[src/rtl/sram_access_seq.sv]
// Single-byte SRAM read/write sequencer with a serially loaded address register.
// Optional build macro SRAM_ADDR_AUTOINC_EN: post-increment the address after every completed access.
module sram_access_seq #(
    parameter int AWIDTH      = 21,
    parameter int DWIDTH      = 8,
    parameter int WAIT_CYCLES = 2
) (
    input  logic              clk,
    input  logic              rst_n,
    input  logic              addr_si,
    input  logic              addr_shift,
    input  logic              req,
    input  logic              wr,
    input  logic [DWIDTH-1:0] wdata,
    output logic [DWIDTH-1:0] rdata,
    output logic              ack,
    output logic              busy,
    output logic [AWIDTH-1:0] addr,
    output logic [AWIDTH-1:0] sram_addr,
    output logic [DWIDTH-1:0] sram_dout,
    output logic              sram_dout_en,
    input  logic [DWIDTH-1:0] sram_din,
    output logic              sram_ce_n,
    output logic              sram_oe_n,
    output logic              sram_we_n
);

    localparam int CW = 4;

    typedef enum logic [1:0] {IDLE, SETUP, STROBE, HOLD} state_t;

    state_t            state_q, state_d;
    logic [CW-1:0]     cnt_q, cnt_d;
    logic              wr_q, wr_d;
    logic [AWIDTH-1:0] addr_q, addr_d;
    logic [DWIDTH-1:0] rdata_q, rdata_d;
    logic [DWIDTH-1:0] dout_q, dout_d;
    logic              ce_n_q, ce_n_d;
    logic              oe_n_q, oe_n_d;
    logic              we_n_q, we_n_d;
    logic              den_q, den_d;
    logic              ack_q, ack_d;
    logic              busy_q, busy_d;

    always_ff @(posedge clk or negedge rst_n) begin
        if (!rst_n) begin
            state_q <= IDLE;
            cnt_q   <= '0;
            wr_q    <= 1'b0;
            addr_q  <= '0;
            rdata_q <= '0;
            dout_q  <= '0;
            ce_n_q  <= 1'b1;
            oe_n_q  <= 1'b1;
            we_n_q  <= 1'b1;
            den_q   <= 1'b0;
            ack_q   <= 1'b0;
            busy_q  <= 1'b0;
        end else begin
            state_q <= state_d;
            cnt_q   <= cnt_d;
            wr_q    <= wr_d;
            addr_q  <= addr_d;
            rdata_q <= rdata_d;
            dout_q  <= dout_d;
            ce_n_q  <= ce_n_d;
            oe_n_q  <= oe_n_d;
            we_n_q  <= we_n_d;
            den_q   <= den_d;
            ack_q   <= ack_d;
            busy_q  <= busy_d;
        end
    end

    always_comb begin
        state_d = state_q;
        cnt_d   = cnt_q;
        wr_d    = wr_q;
        addr_d  = addr_q;
        rdata_d = rdata_q;
        case (state_q)
            IDLE: begin
                // A request takes priority; a coincident shift bit is dropped.
                if (req) begin
                    wr_d    = wr;
                    state_d = SETUP;
                end else if (addr_shift) begin
                    addr_d = {addr_q[AWIDTH-2:0], addr_si};
                end
            end
            SETUP: begin
                cnt_d   = CW'(WAIT_CYCLES - 1);
                state_d = STROBE;
            end
            STROBE: begin
                if (cnt_q == '0) begin
                    state_d = HOLD;
                    if (!wr_q) rdata_d = sram_din;
                end else begin
                    cnt_d = cnt_q - 1'b1;
                end
            end
            HOLD: begin
                state_d = IDLE;
`ifdef SRAM_ADDR_AUTOINC_EN
                addr_d  = addr_q + AWIDTH'(1);
`endif
            end
            default: state_d = IDLE;
        endcase
    end

    // Strobes are registered from the next state so each one lines up with its state cycle.
    always_comb begin
        ce_n_d = (state_d == IDLE);
        oe_n_d = !((state_d == STROBE) && !wr_d);
        we_n_d = !((state_d == STROBE) && wr_d);
        den_d  = (state_d != IDLE) && wr_d;
        ack_d  = (state_d == HOLD);
        busy_d = (state_d != IDLE);
        dout_d = dout_q;
        if (state_q == IDLE && req && wr) dout_d = wdata;
    end

    assign rdata        = rdata_q;
    assign ack          = ack_q;
    assign busy         = busy_q;
    assign addr         = addr_q;
    assign sram_addr    = addr_q;
    assign sram_dout    = dout_q;
    assign sram_dout_en = den_q;
    assign sram_ce_n    = ce_n_q;
    assign sram_oe_n    = oe_n_q;
    assign sram_we_n    = we_n_q;

endmodule

[config.mk]
export PLATFORM = sky130hd
export DESIGN_NAME = sram_access_seq
export DESIGN_NICKNAME = d
export VERILOG_FILES = /design/src/rtl/sram_access_seq.sv
export SDC_FILE = /design/constraint.sdc
export NUM_CORES = 1
export LEC_CHECK = 0
export ABC_CLOCK_PERIOD_IN_PS = 2000
export CAP_MARGIN = 20
export CORE_MARGIN = 5
export CORE_UTILIZATION = 39
export DETAILED_ROUTE_END_ITERATION = 7
export GPL_TIMING_DRIVEN = 0
export PLACE_DENSITY = 0.78
export SKIP_LAST_GASP = 1
export SLEW_MARGIN = 10
export SYNTH_ARGS = -nofsm -noshare
export SYNTH_HDL_FRONTEND = slang
export SYNTH_SLANG_ARGS = --single-unit
export TNS_END_PERCENT = 1
[constraint.sdc]
create_clock -name clk -period 2 [get_ports clk]
set_input_delay 0.5 -clock clk [delete_from_list [all_inputs] [get_ports clk]]
set_output_delay 0.5 -clock clk [all_outputs]
set_load 0.05 [all_outputs]
======== Yosys cells after proc, flatten, opt, wreduce, memory -nomap -nowiden ========
Cells that the tools add are included.
storage, ports and cells
  register bits ........................... 50
  input port bits ......................... 22
  output and inout bits ................... 64
  word-level logic and storage cells ...... 44
cells by class
  add/sub/neg operators ................... 1
  equality and inequality tests ........... 6
  multiplexer cells ....................... 7
  bitwise logic cells ..................... 2
  reductions and logical operators ........ 16
operator list
  cell                                                 count
  equality test 2 bit, second input constant           4
  one-hot mux 2 bit (4 select lines)                   1
  one-hot mux 4 bit (2 select lines)                   1
  AND reduction 3 bit                                  2
  logical AND 1 bit                                    5
  logical NOT 2 bit                                    2
  logical NOT 4 bit                                    1
  2-to-1 mux 2 bit                                     2
  2-to-1 mux 4 bit                                     1
  nonzero test 2 bit                                   2
  subtractor 4 x 1 -> 4 bit, second input constant     1
  logical NOT 1 bit                                    3
  equality test 2 x 1 -> 1 bit, second input constant  1
  2-to-1 mux 1 bit                                     2
  != test 2 bit, second input constant                 1
  NOT 1 bit                                            2
  AND reduction 2 bit                                  1

======== Depth between registers and ports, before layout ========
  word-level depth ........................ 6
  mapped depth ............................ 6
  mapped depth without buffers ............ 5

======== Worst setup path before layout ========
Ideal clock, no wire load.
  path kind ............................... reg2reg
  start ................................... reg cnt_q[0]
  end ..................................... reg rdata_q[0] (netlist: rdata[0])
  library setup time ...................... 0.125 ns
  arrival ................................. 1.732 ns
  required time ........................... 1.875 ns
  path slack .............................. 0.143 ns
  stages on the path, launching flop included .. 6
  path buffers ............................ 0
  period minus slack after synthesis ...... 1.857 ns
  cells stage by stage .................... dfrtp_1 > inv_1 > ha_1 > or3b_4 > nor3b_4 > mux2_2
between the ends
  word-level cells in the longest chain between the ends .. 2
RTL lines
  element                               line  text
  from (decl)                           33    logic [CW-1:0] cnt_q, cnt_d;
  from (signal assigned)                61    cnt_q <= cnt_d;
  logical NOT 4 bit                     96    if (cnt_q == '0) begin
  AND reduction 3 bit (no source line)  -
  to (signal assigned)                  64    rdata_q <= rdata_d;
  to (decl)                             36    logic [DWIDTH-1:0] rdata_q, rdata_d;
No other way between the ends.
A chain may end at the register's enable or synchronous reset.

======== Final worst setup path ========
  start ................................... reg we_n_q (netlist: sram_we_n)
  end ..................................... out sram_we_n
RTL lines
  element                 line  text
  from (decl)             40    logic we_n_q, we_n_d;
  from (signal assigned)  68    we_n_q <= we_n_d;
  to (decl)               25    output logic sram_we_n
No word-level cell between the ends.

==> flow_metrics.tcl <==
set metrics [dict create \
    synth.cell_area_um2 2150 \
    path_clk_slew_ns 0.08 \
    drv_slew 0 \
    ir_drop_mv 0.887 \
    grt_pass1_wl_um 6910 \
    drive_above_1_share 0.312 \
    viasPerCell 4.54 \
    worstMarginPinSlew_ns 0.718 \
    synth.avg_cell_area_um2 14.0 \
    postCtsSetupRepairBufs 0 \
    cts_tree "done" \
    first_pass_iters 4 \
    finalCritPeriodShare 1.06 \
    crit_type "flop to primary output" \
    fin_ws_ns -0.120 \
    die-width_um 84.2 \
    netlist_instances 153 \
    p_per_area_nw_per_um2 1630 \
    r2r_end "rdata[5]" \
    diodes 0 \
    cp.depth 1 \
    wl_per_cell_um 13.2 \
    ys_ff_latch 50 \
    rsz0062_at_grt "yes" \
    violations "negative setup slack" \
    first_global_vias 1463 \
    holdWs_ns 0.249 \
    critPathSlowestCell "clkdlybuf4s50_1" \
    required_ns 1.50 \
    cp_data_arrival_time_ns 1.62 \
    h-tree-depth 2 \
    fin_worst_skew_ns 0.00171 \
    worstPathCellList "clkdlybuf4s50_1" \
    finalNonFillerCells 319 \
    yosysTopAreaCell "dfrtp_1" \
    hp-class "input port to asynchronous set/reset pin" \
    ys.warnings.count 0 \
    place_inst 311 \
    root_buffer "clkbuf_8" \
    grt_overflow 0 \
    yosysSeqAreaShare 0.585 \
    finalHoldViolCount 0 \
    antenna_found_initial 0 \
    drv_cap 0 \
    yosysTopAreaCellShare 0.548 \
    synth_area_leaders "dfrtp_1, mux2_2, buf_4" \
    portBuffers 85 \
    ant_nets 0 \
    path_buf_inv 1 \
    grt_use_total 0.121 \
    drc 0 \
    cts_made_buffers 5 \
    core_area_um2 5440 \
    cp-start-kind "flop" \
    wl_um 4220 \
    insertion_delay_ns 0.30 \
    rrSetupSlack_ns -0.06 \
    ioPinCount 86 \
    dieHeight_um 84.2 \
    fmax_mhz 472 \
    reg2reg_depth 5 \
    relSlewSlack 0.522 \
    status "finished with violations" \
    hpwl_um 3320 \
    initial_core_util 0.395 \
    area_growth_pct 48.9 \
    end_kind "primary output" \
    syn-num-nets 181 \
    ys_types 26 \
    setup_viol 44 \
    rows 27 \
    drt_iter0_markers 34 \
    crit_path_max_fanout 1 \
    ctsLongestPathBuffers 2 \
    dieArea_um2 7090 \
    cts_sinks 50 \
    gp_congestion 0.708 \
    crit_family "buffers and inverters" \
    grt_max_degree 31 \
    p_leak_nw 1.44 \
    fin_crit_ns 2.12 \
    critPathMaxStageDelay_ns 0.80 \
    vias 1448 \
    timing.rr.start "cnt_q[0]" \
    layout.nets 274 \
]
cell usage in the layout, fill, tap and decap left out:
cell	instances
dfrtp_1	47
nor3_1	1
nor3b_4	1
buf_2	1
dlygate4sd2_1	1
and2_1	1
buf_16	1
or3b_4	1
or2_2	1
nor2b_1	1
a221oi_2	1
clkinvlp_4	1
clkbuf_1	4
clkdlybuf4s50_1	82
dlymetal6s2s_1	1
or3b_2	1
clkbuf_8	5
inv_1	4
nand2b_1	1
nor2_1	6
buf_1	1
nand2_1	4
dfstp_2	3
mux2_2	39
nand3_1	3
o211ai_1	1
nand3b_1	2
ha_1	6
o21a_1	1
buf_4	21
o21ai_0	2
o22ai_1	1
a21bo_2	1
per-layer routing:
layer  global-route usage  vias to the layer above  share of wire
li1                     -                      690              -
met1                0.134                      697           0.38
met2                0.200                       56           0.49
met3               0.0667                        5           0.12
met4               0.0351                        0          0.012
met5                    0                        -              0
how the worst max path moves through the flow:
stage	from	end
floorplan	cnt_q[0]	rdata[0]
global placement	rst_n	sram_dout[6]
detailed placement	req	addr[7]
CTS	sram_oe_n	sram_oe_n
global route	cnt_q[0]	rdata[5]
finish	sram_we_n	sram_we_n
timing repair:
item | 4_1_cts | 5_1_grt
gates cloned | 0 | 0
endpoints found under the setup margin | 52 | 68
hold buffers | 0 | 0
resized for setup | 1 | 1
sequential cells by signal, indices dropped and copies added, names as in the netlist, 2 cells and up:
| name | flops |
|---|---|
| addr | 21 |
| rdata | 8 |
| sram_dout | 8 |
| cnt_q | 4 |
| state_q | 2 |
report_power, final:
group	internal, mW	switching, mW
sequential	1.38	0.209
clock	0.248	0.316
combinational	1.19	1.87
total	2.81	2.39
synth_stat cells (all sizes together):
library cell and n:
a21bo 1, a221oi 1, and2 1, buf 22, clkbuf 2, dfrtp 47
dfstp 3, ha 6, inv 4, mux2 39, nand2 4, nand2b 1
nand3 3, nand3b 2, nor2 6, nor2b 1, nor3 1, nor3b 1
o211ai 1, o21a 1, o21ai 2, o22ai 1, or2 1, or3b 2
stage by stage:
step | instance area, µm² | worst slack, ns | total power [mW] | utilization | TNS (ns)
after global routing | 3190 | -0.180 | 5.49 | 0.587 | -6.33
after global placement | 3090 | -0.995 | 4.64 | 0.568 | -52.26
after CTS | 3190 | -0.137 | 5.28 | 0.587 | -3.93
after floorplan | 2150 | 0.143 | 3.73 | - | 0
final | 3190 | -0.120 | 5.21 | 0.587 | -2.73
after detailed placement | 3110 | -0.200 | 4.71 | 0.572 | -4.52
layout make-up:
class / instances / area (µm²)
buffer: 24 / 169
clock buffer: 7 / 76.3
clock inverter: 1 / 7.51
fill: 453 / 2240
inverter: 4 / 15.0
multi-input combinational: 75 / 707
sequential: 50 / 1250
tap: 72 / 90.1
timing repair buffer: 86 / 875
logic make-up after synthesis:
kind of cell,count (synthesis),synth area share
DFF,50,0.585
AOI/OAI and AO/OA,7,0.0262
buffers and inverters,28,0.0857
adders and majority gates,6,0.0350
and+or+nand+nor,23,0.0636
muxes,39,0.205
No activity file was read; power rests on OpenSTA's default activity.
